--- config.mk ---
export PLATFORM = sky130hd
export DESIGN_NAME = serial_word_collector
export DESIGN_NICKNAME = d
export VERILOG_FILES = /design/src/rtl/serial_word_collector.sv
export SDC_FILE = /design/constraint.sdc
export NUM_CORES = 1
export LEC_CHECK = 0
export ABC_AREA = 1
export CELL_PAD_IN_SITES_DETAIL_PLACEMENT = 1
export CELL_PAD_IN_SITES_GLOBAL_PLACEMENT = 1
export CORE_UTILIZATION = 40
export CTS_CLUSTER_SIZE = 40
export DETAILED_ROUTE_END_ITERATION = 10
export MAX_ROUTING_LAYER = met4
export PLACE_DENSITY = 0.79
export SLEW_MARGIN = 20
export SYNTH_ARGS = -nofsm -noshare
export SYNTH_HDL_FRONTEND = slang
export SYNTH_SLANG_ARGS = --single-unit
--- constraint.sdc ---
create_clock -name clk -period 3.26 [get_ports clk]
set_input_delay 0.489 -clock clk [delete_from_list [all_inputs] [get_ports clk]]
set_output_delay 0.489 -clock clk [all_outputs]
set_load 0.005 [all_outputs]
--- src/rtl/serial_word_collector.sv ---
// Serial-to-parallel word collector: assembles LSB-first serial frames into WIDTH-bit
// words and presents each one on a registered valid/ready output.
`timescale 1ns/1ps

module serial_word_collector #(
  parameter int WIDTH = 16
) (
  input  logic             clk,
  input  logic             reset,
  input  logic             din,
  input  logic             din_valid,
  input  logic             frame_start,
  output logic [WIDTH-1:0] word_out,
  output logic             word_valid,
  input  logic             word_ready,
  output logic             overrun,
  output logic             frame_err
);

  localparam int CW = $clog2(WIDTH + 1);

  typedef enum logic {IDLE, SHIFT} state_e;

  state_e           state_q, state_d;
  logic [CW-1:0]    count_q, count_d;
  logic [WIDTH-1:0] sr_q, sr_d;
  logic [WIDTH-1:0] word_q, word_d;
  logic             valid_q, valid_d;
  logic             overrun_q, overrun_d;
  logic             frame_err_q, frame_err_d;
  logic             complete, restart;
  logic [WIDTH-1:0] shifted;

  // Incoming bits enter at the MSB, so the first bit lands in bit 0 after WIDTH shifts.
  assign shifted = {din, sr_q[WIDTH-1:1]};

  // NOTE: sequential state uses non-blocking assignments so every register samples
  // the pre-edge values regardless of statement order.
  always_ff @(posedge clk or negedge reset) begin
    if (!reset) begin
      state_q     <= IDLE;
      count_q     <= '0;
      sr_q        <= '0;
      word_q      <= '0;
      valid_q     <= 1'b0;
      overrun_q   <= 1'b0;
      frame_err_q <= 1'b0;
    end else begin
      state_q     <= state_d;
      count_q     <= count_d;
      sr_q        <= sr_d;
      word_q      <= word_d;
      valid_q     <= valid_d;
      overrun_q   <= overrun_d;
      frame_err_q <= frame_err_d;
    end
  end

  // NOTE: every signal gets a default before the case so no latch is inferred.
  always_comb begin
    state_d  = state_q;
    count_d  = count_q;
    sr_d     = sr_q;
    complete = 1'b0;
    restart  = 1'b0;
    if (din_valid) begin
      unique case (state_q)
        IDLE: begin
          if (frame_start) begin
            sr_d    = shifted;
            count_d = CW'(1);
            state_d = SHIFT;
          end
        end
        SHIFT: begin
          sr_d = shifted;
          if (frame_start) begin
            // A restart wins over completion, even on the last bit position.
            restart = 1'b1;
            count_d = CW'(1);
          end else begin
            count_d = count_q + CW'(1);
            if (count_q == CW'(WIDTH - 1)) begin
              complete = 1'b1;
              state_d  = IDLE;
            end
          end
        end
        default: state_d = IDLE;
      endcase
    end
  end

  always_comb begin
    word_d      = word_q;
    valid_d     = valid_q;
    overrun_d   = 1'b0;
    frame_err_d = restart;
    if (complete) begin
      if (!valid_q || word_ready) begin
        word_d  = shifted;
        valid_d = 1'b1;
      end else begin
        overrun_d = 1'b1;
      end
    end else if (valid_q && word_ready) begin
      valid_d = 1'b0;
    end
  end

  assign word_out   = word_q;
  assign word_valid = valid_q;
  assign overrun    = overrun_q;
  assign frame_err  = frame_err_q;

endmodule
== Word-level counts from Yosys, hierarchy flattened ==
Cells that the tools add are included.

* Input port bits: 6
* Flip-flop bits (word level): 41
* Output and inout port bits: 19

* Multiplexer cells: 20
* Eq/ne operators: 3
* Reductions and logical operators: 7
* Add/subtract/negate cells: 1
* Bitwise logic cells: 1

{| class="wikitable"
|+ Operator list
! cell !! count
|-
| case mux 16 bit (2 select lines) || 1
|-
| two-way mux 16 bit || 1
|-
| two-way mux 1 bit || 14
|-
| two-way mux 5 bit || 2
|-
| case mux 5 bit (2 select lines) || 1
|-
| AND reduction 2 bit || 3
|-
| adder 5 x 1 -> 5 bit, second input constant || 1
|-
| equality test 5 x 4 -> 1 bit, second input constant || 1
|-
| inequality test 2 x 1 -> 1 bit, second input constant || 1
|-
| inequality test 2 bit, second input constant || 1
|-
| case mux 1 bit (2 select lines) || 1
|-
| nonzero test 2 bit || 1
|-
| logical AND 1 bit || 1
|-
| zero test 1 bit || 1
|-
| logical OR 1 bit || 1
|-
| inverter 1 bit || 1
|}

== Logic depth before layout (Yosys ltp) ==
* Depth in word-level cells: 7
* Mapped depth: 10

== Worst setup path before layout ==
Ideal clock, no wire load.

* Path kind: reg2reg
* Start point: reg count_q[0]
* End point: reg word_q[8] (netlist: word_out[8])
* Required time: 3.143 ns
* Stages on the path, launching flop included: 11
* Period minus slack after synthesis: 1.531 ns
* Arrival: 1.414 ns
* Buffers on the path: 1
* Path slack: 1.729 ns
* Cells stage by stage: dfrtp_1 -> ha_1 -> nand2_1 -> nor2_1 -> ha_1 -> inv_1 -> nor2_1 -> nand3_4 -> buf_6 -> nand2_1 -> nand2_1

* Longest elaborated chain between the ends: 6

{| class="wikitable"
|+ Ends and longest elaborated chain
! element !! line !! source
|-
| from (decl) || 25 || <nowiki>logic [CW-1:0] count_q, count_d;</nowiki>
|-
| from (signal assigned) || 50 || <nowiki>count_q <= count_d;</nowiki>
|-
| equality test 5 x 4 -> 1 bit || 83 || <nowiki>if (count_q == CW'(WIDTH - 1)) begin</nowiki>
|-
| two-way mux 1 bit || 83 ||
|-
| two-way mux 1 bit || 77 || <nowiki>if (frame_start) begin</nowiki>
|-
| two-way mux 1 bit || 67 || <nowiki>unique case (state_q)</nowiki>
|-
| two-way mux 1 bit || 66 || <nowiki>if (din_valid) begin</nowiki>
|-
| AND reduction 2 bit (no line) || -- ||
|-
| to (signal assigned) || 52 || <nowiki>word_q <= word_d;</nowiki>
|-
| to (decl) || 27 || <nowiki>logic [WIDTH-1:0] word_q, word_d;</nowiki>
|}

Every way passes these cells.
A chain may end at the register's enable or synchronous reset.

== Worst setup path in the final report ==
* Start point: reg count_q[0]
* End point: reg word_q[14] (netlist: word_out[14])

Same word-level chain as after synthesis.

==> metrics.md <==
| Metric | Value |
|---|---|
| Synth Warn # | 0 |
| Largest net degree at the start of global routing | 41 |
| Pwr Density | just over 500 nW/um^2 |
| Initial drt markers | 58 |
| Wire length per cell | around 15 um |
| CTS tree | done |
| Total GRT Usage | a little over a fifth |
| Synthesis-to-layout area growth | 20.7% |
| Crit path time final | 1770 ps |
| Dominant synthesized flop cell | dfrtp_1 |
| Die area | around 4400 sq um |
| Clock sink total | 40 |
| Critical Path AT | 2000 ps |
| Post-synth top cells | nand2_1, dfrtp_1, nand3_1, inv_1, nor2_1 |
| Synth top area share | roughly 60% |
| Vias per cell | approximately 5.0 |
| Post-layout nets | between 200 and 250 |
| Worst path bufs/invs | 0 |
| I/O pins | 25 |
| Worst vdd ir | roughly 0.26 mV |
| Post-synth ARST share | 100% |
| DRC Markers | 0 |
| Total gr overflow | 0 |
| Worst slack at placement | ~1300 ps |
| CTS Hold Buffers Added | 0 |
| Clock buffer count from CTS | 5 |
| Fin worst setup slack | roughly 1500 ps |
| Antenna diodes | 0 |
| Worst slew pin tran | approximately 880 ps |
| Register area share after synthesis | 60.2% |
| Root buf cell | clkbuf_8 |
| Clk pin slew, worst setup/hold paths | ~80 ps |
| Max Cap Viol | 0 |
| Req. time, crit path | 3500 ps |
| Die Y | 66.5 um |
| Critical path capture point type | register |
| Status | complete, no violations |
| Post-CTS Resized | 0 |
| Crit-path cells | ha_1 -> nand2_1 -> nor2_1 -> ha_1 -> nand2_1 -> nor2_4 -> nand3_1 -> nand2_1 |
| Core area | approximately 4000 sq um |
| Setup CP Type | reg2reg |
| Hold Violations, Final | 0 |
| Starting Density | about two fifths |
| Critical Path Max Stage Delay | 420 ps |
| IO buf count | 24 |
| Slew HR | 41.2% |
| Clock buffer depth | 2 |
| Routability congestion estimate | approximately 0.77 |
| Critical Path Most Common Cell | nand2_1 |
| Period utilization | between 50% and 60% |
| Worst skew pair latency | about 290 ps |
| Residual antenna-violating net count after detailed routing | 0 |
| Share of layout cells above drive strength 1 | under 10% |
| FF+latch count, synth | 40 |
| DR pass1 iterations | 4 |
| Most common cell in the netlist | nand2_1 |
| Pins over their slew limit | 0 |
| HPWL Detailed | ~2600 um |
| Post-CTS Setup Inserts | 0 |
| Syn nets | around 190 |
| Detailed Route WL | around 3800 um |
| EDFF count, synth | 0 |
| Die W | approximately 66 um |
| Final setup TNS | 0 ps |
| Vias in the first global route | around 1400 |
| Synth area leaders | dfrtp_1, nand2_1, nand3_1 |
| Cells after synthesis | 184 |
| RSZ-0062 raised after global routing | no |
| Lkg Pwr | 0.00106 uW |
| Avg Synthesized Cell Area | 9.04 sq um |
| Critical path's slowest cell | dfrtp_1 |
| Clk_skew | approximately 4.7 ps |
| Global-route wire length before repair | approximately 6700 um |
| Vias | 1300 |
| Max FO, Critical Path | 16 |
| Initial antenna violation count | 0 |
| F_max | between 500 and 600 MHz |
| Core Rows | 23 |
| H-tree levels | 2 |
| Startpoint Class | register |
| Post-Syn Area | roughly 1700 sq um |
| Hold Path Class | in2async |
| Cell taking the most area after synthesis | dfrtp_1 |
| Final setup fails | 0 |
| Unique cell type count in the Yosys netlist | 19 |
| Crit-path leading delay family | simple AND/OR/NAND/NOR gates |
-- routing by layer --
layer | part of all wire (%) | wire length [um] | vias to the layer above | global-route usage, %
li1 | - | - | 621 | -
met1 | 44 | 1680 | 649 | 25.9
met2 | 51 | 1960 | 22 | 34.2
met3 | 3.4 | 131 | 8 | 4.45
met4 | 1.8 | 71 | 0 | 10.9
met5 | 0 | 0 | - | -
-- cells in the final DEF (no fill, tap or decap) --
master,instances
nand2_4,2
inv_2,2
nor2_4,1
nor3_1,1
nand2_1,93
inv_1,8
nand4_1,1
nand3_4,1
nand3_1,18
clkdlybuf4s50_1,23
nor2_1,4
clkinv_2,2
o21a_1,1
nand2_2,2
ha_1,2
clkbuf_8,6
dfrtp_1,40
buf_2,1
o21ai_0,2
o22ai_1,1
-- layout make-up --
cell class / count / area, sq um
clock inverters: 2 / 10.0
fillers: 487 / 1990
flip-flops and latches: 40 / 1000
repair buffers: 24 / 235
inverters: 10 / 37.5
multi-input cells: 129 / 578
clock buffers: 6 / 82.6
well taps: 50 / 62.6
-- report_power, final --
group / internal (uW) / total [uW] / switching [uW]
Sequential: 548 / 594 / 46.4
Clock: 169 / 346 / 177
Combinational: 39.4 / 102 / 62.7
-- metrics by stage --
stage / hold WS, ps / utilization (%) / cell area (sq um) / power (uW) / std cells
after floorplan: 193 / - / 1660 / 656 / 184
after global placement: 458 / 47.9 / 1910 / 695 / 253
after detailed placement: 465 / 47.9 / 1910 / 709 / 253
after CTS: 339 / 50.2 / 2010 / 1060 / 261
after global routing: 372 / 50.2 / 2010 / 1100 / 261
final: 302 / 50.2 / 2010 / 1040 / 261
-- final timing paths --
kind                        startpoint            to  slack, ps  cells after the start
setup / recovery            count_q[0]  word_out[14]       1490                      8
hold / removal                   reset  word_out[10]        300                      1
setup reg to reg            count_q[0]  word_out[14]       1490                      8
hold reg to reg            word_out[2]   word_out[2]        480                      2
max in group asynchronous        reset   word_out[3]       2400                      1
min in group clk           word_out[2]   word_out[2]        480                      2
-- state kept, by name, summed over array words and instances (netlist names) --
name        flops
count_q         5
frame_err       1
overrun         1
sr_q           15
state_q         1
word_out       16
word_valid      1
-- cell families (layout without fill, tap and decap cells) --
| group | after synthesis | count (layout) | synth area share [%] |
|---|---|---|---|
| adders and majority gates | 2 | 2 | 1.50 |
| and+or+nand+nor | 123 | 123 | 31.8 |
| buffers and inverters | 15 | 42 | 5.04 |
| AOI/OAI and AO/OA | 4 | 4 | 1.43 |
| DFF | 40 | 40 | 60.2 |
Power figures use the tool's default switching activity.
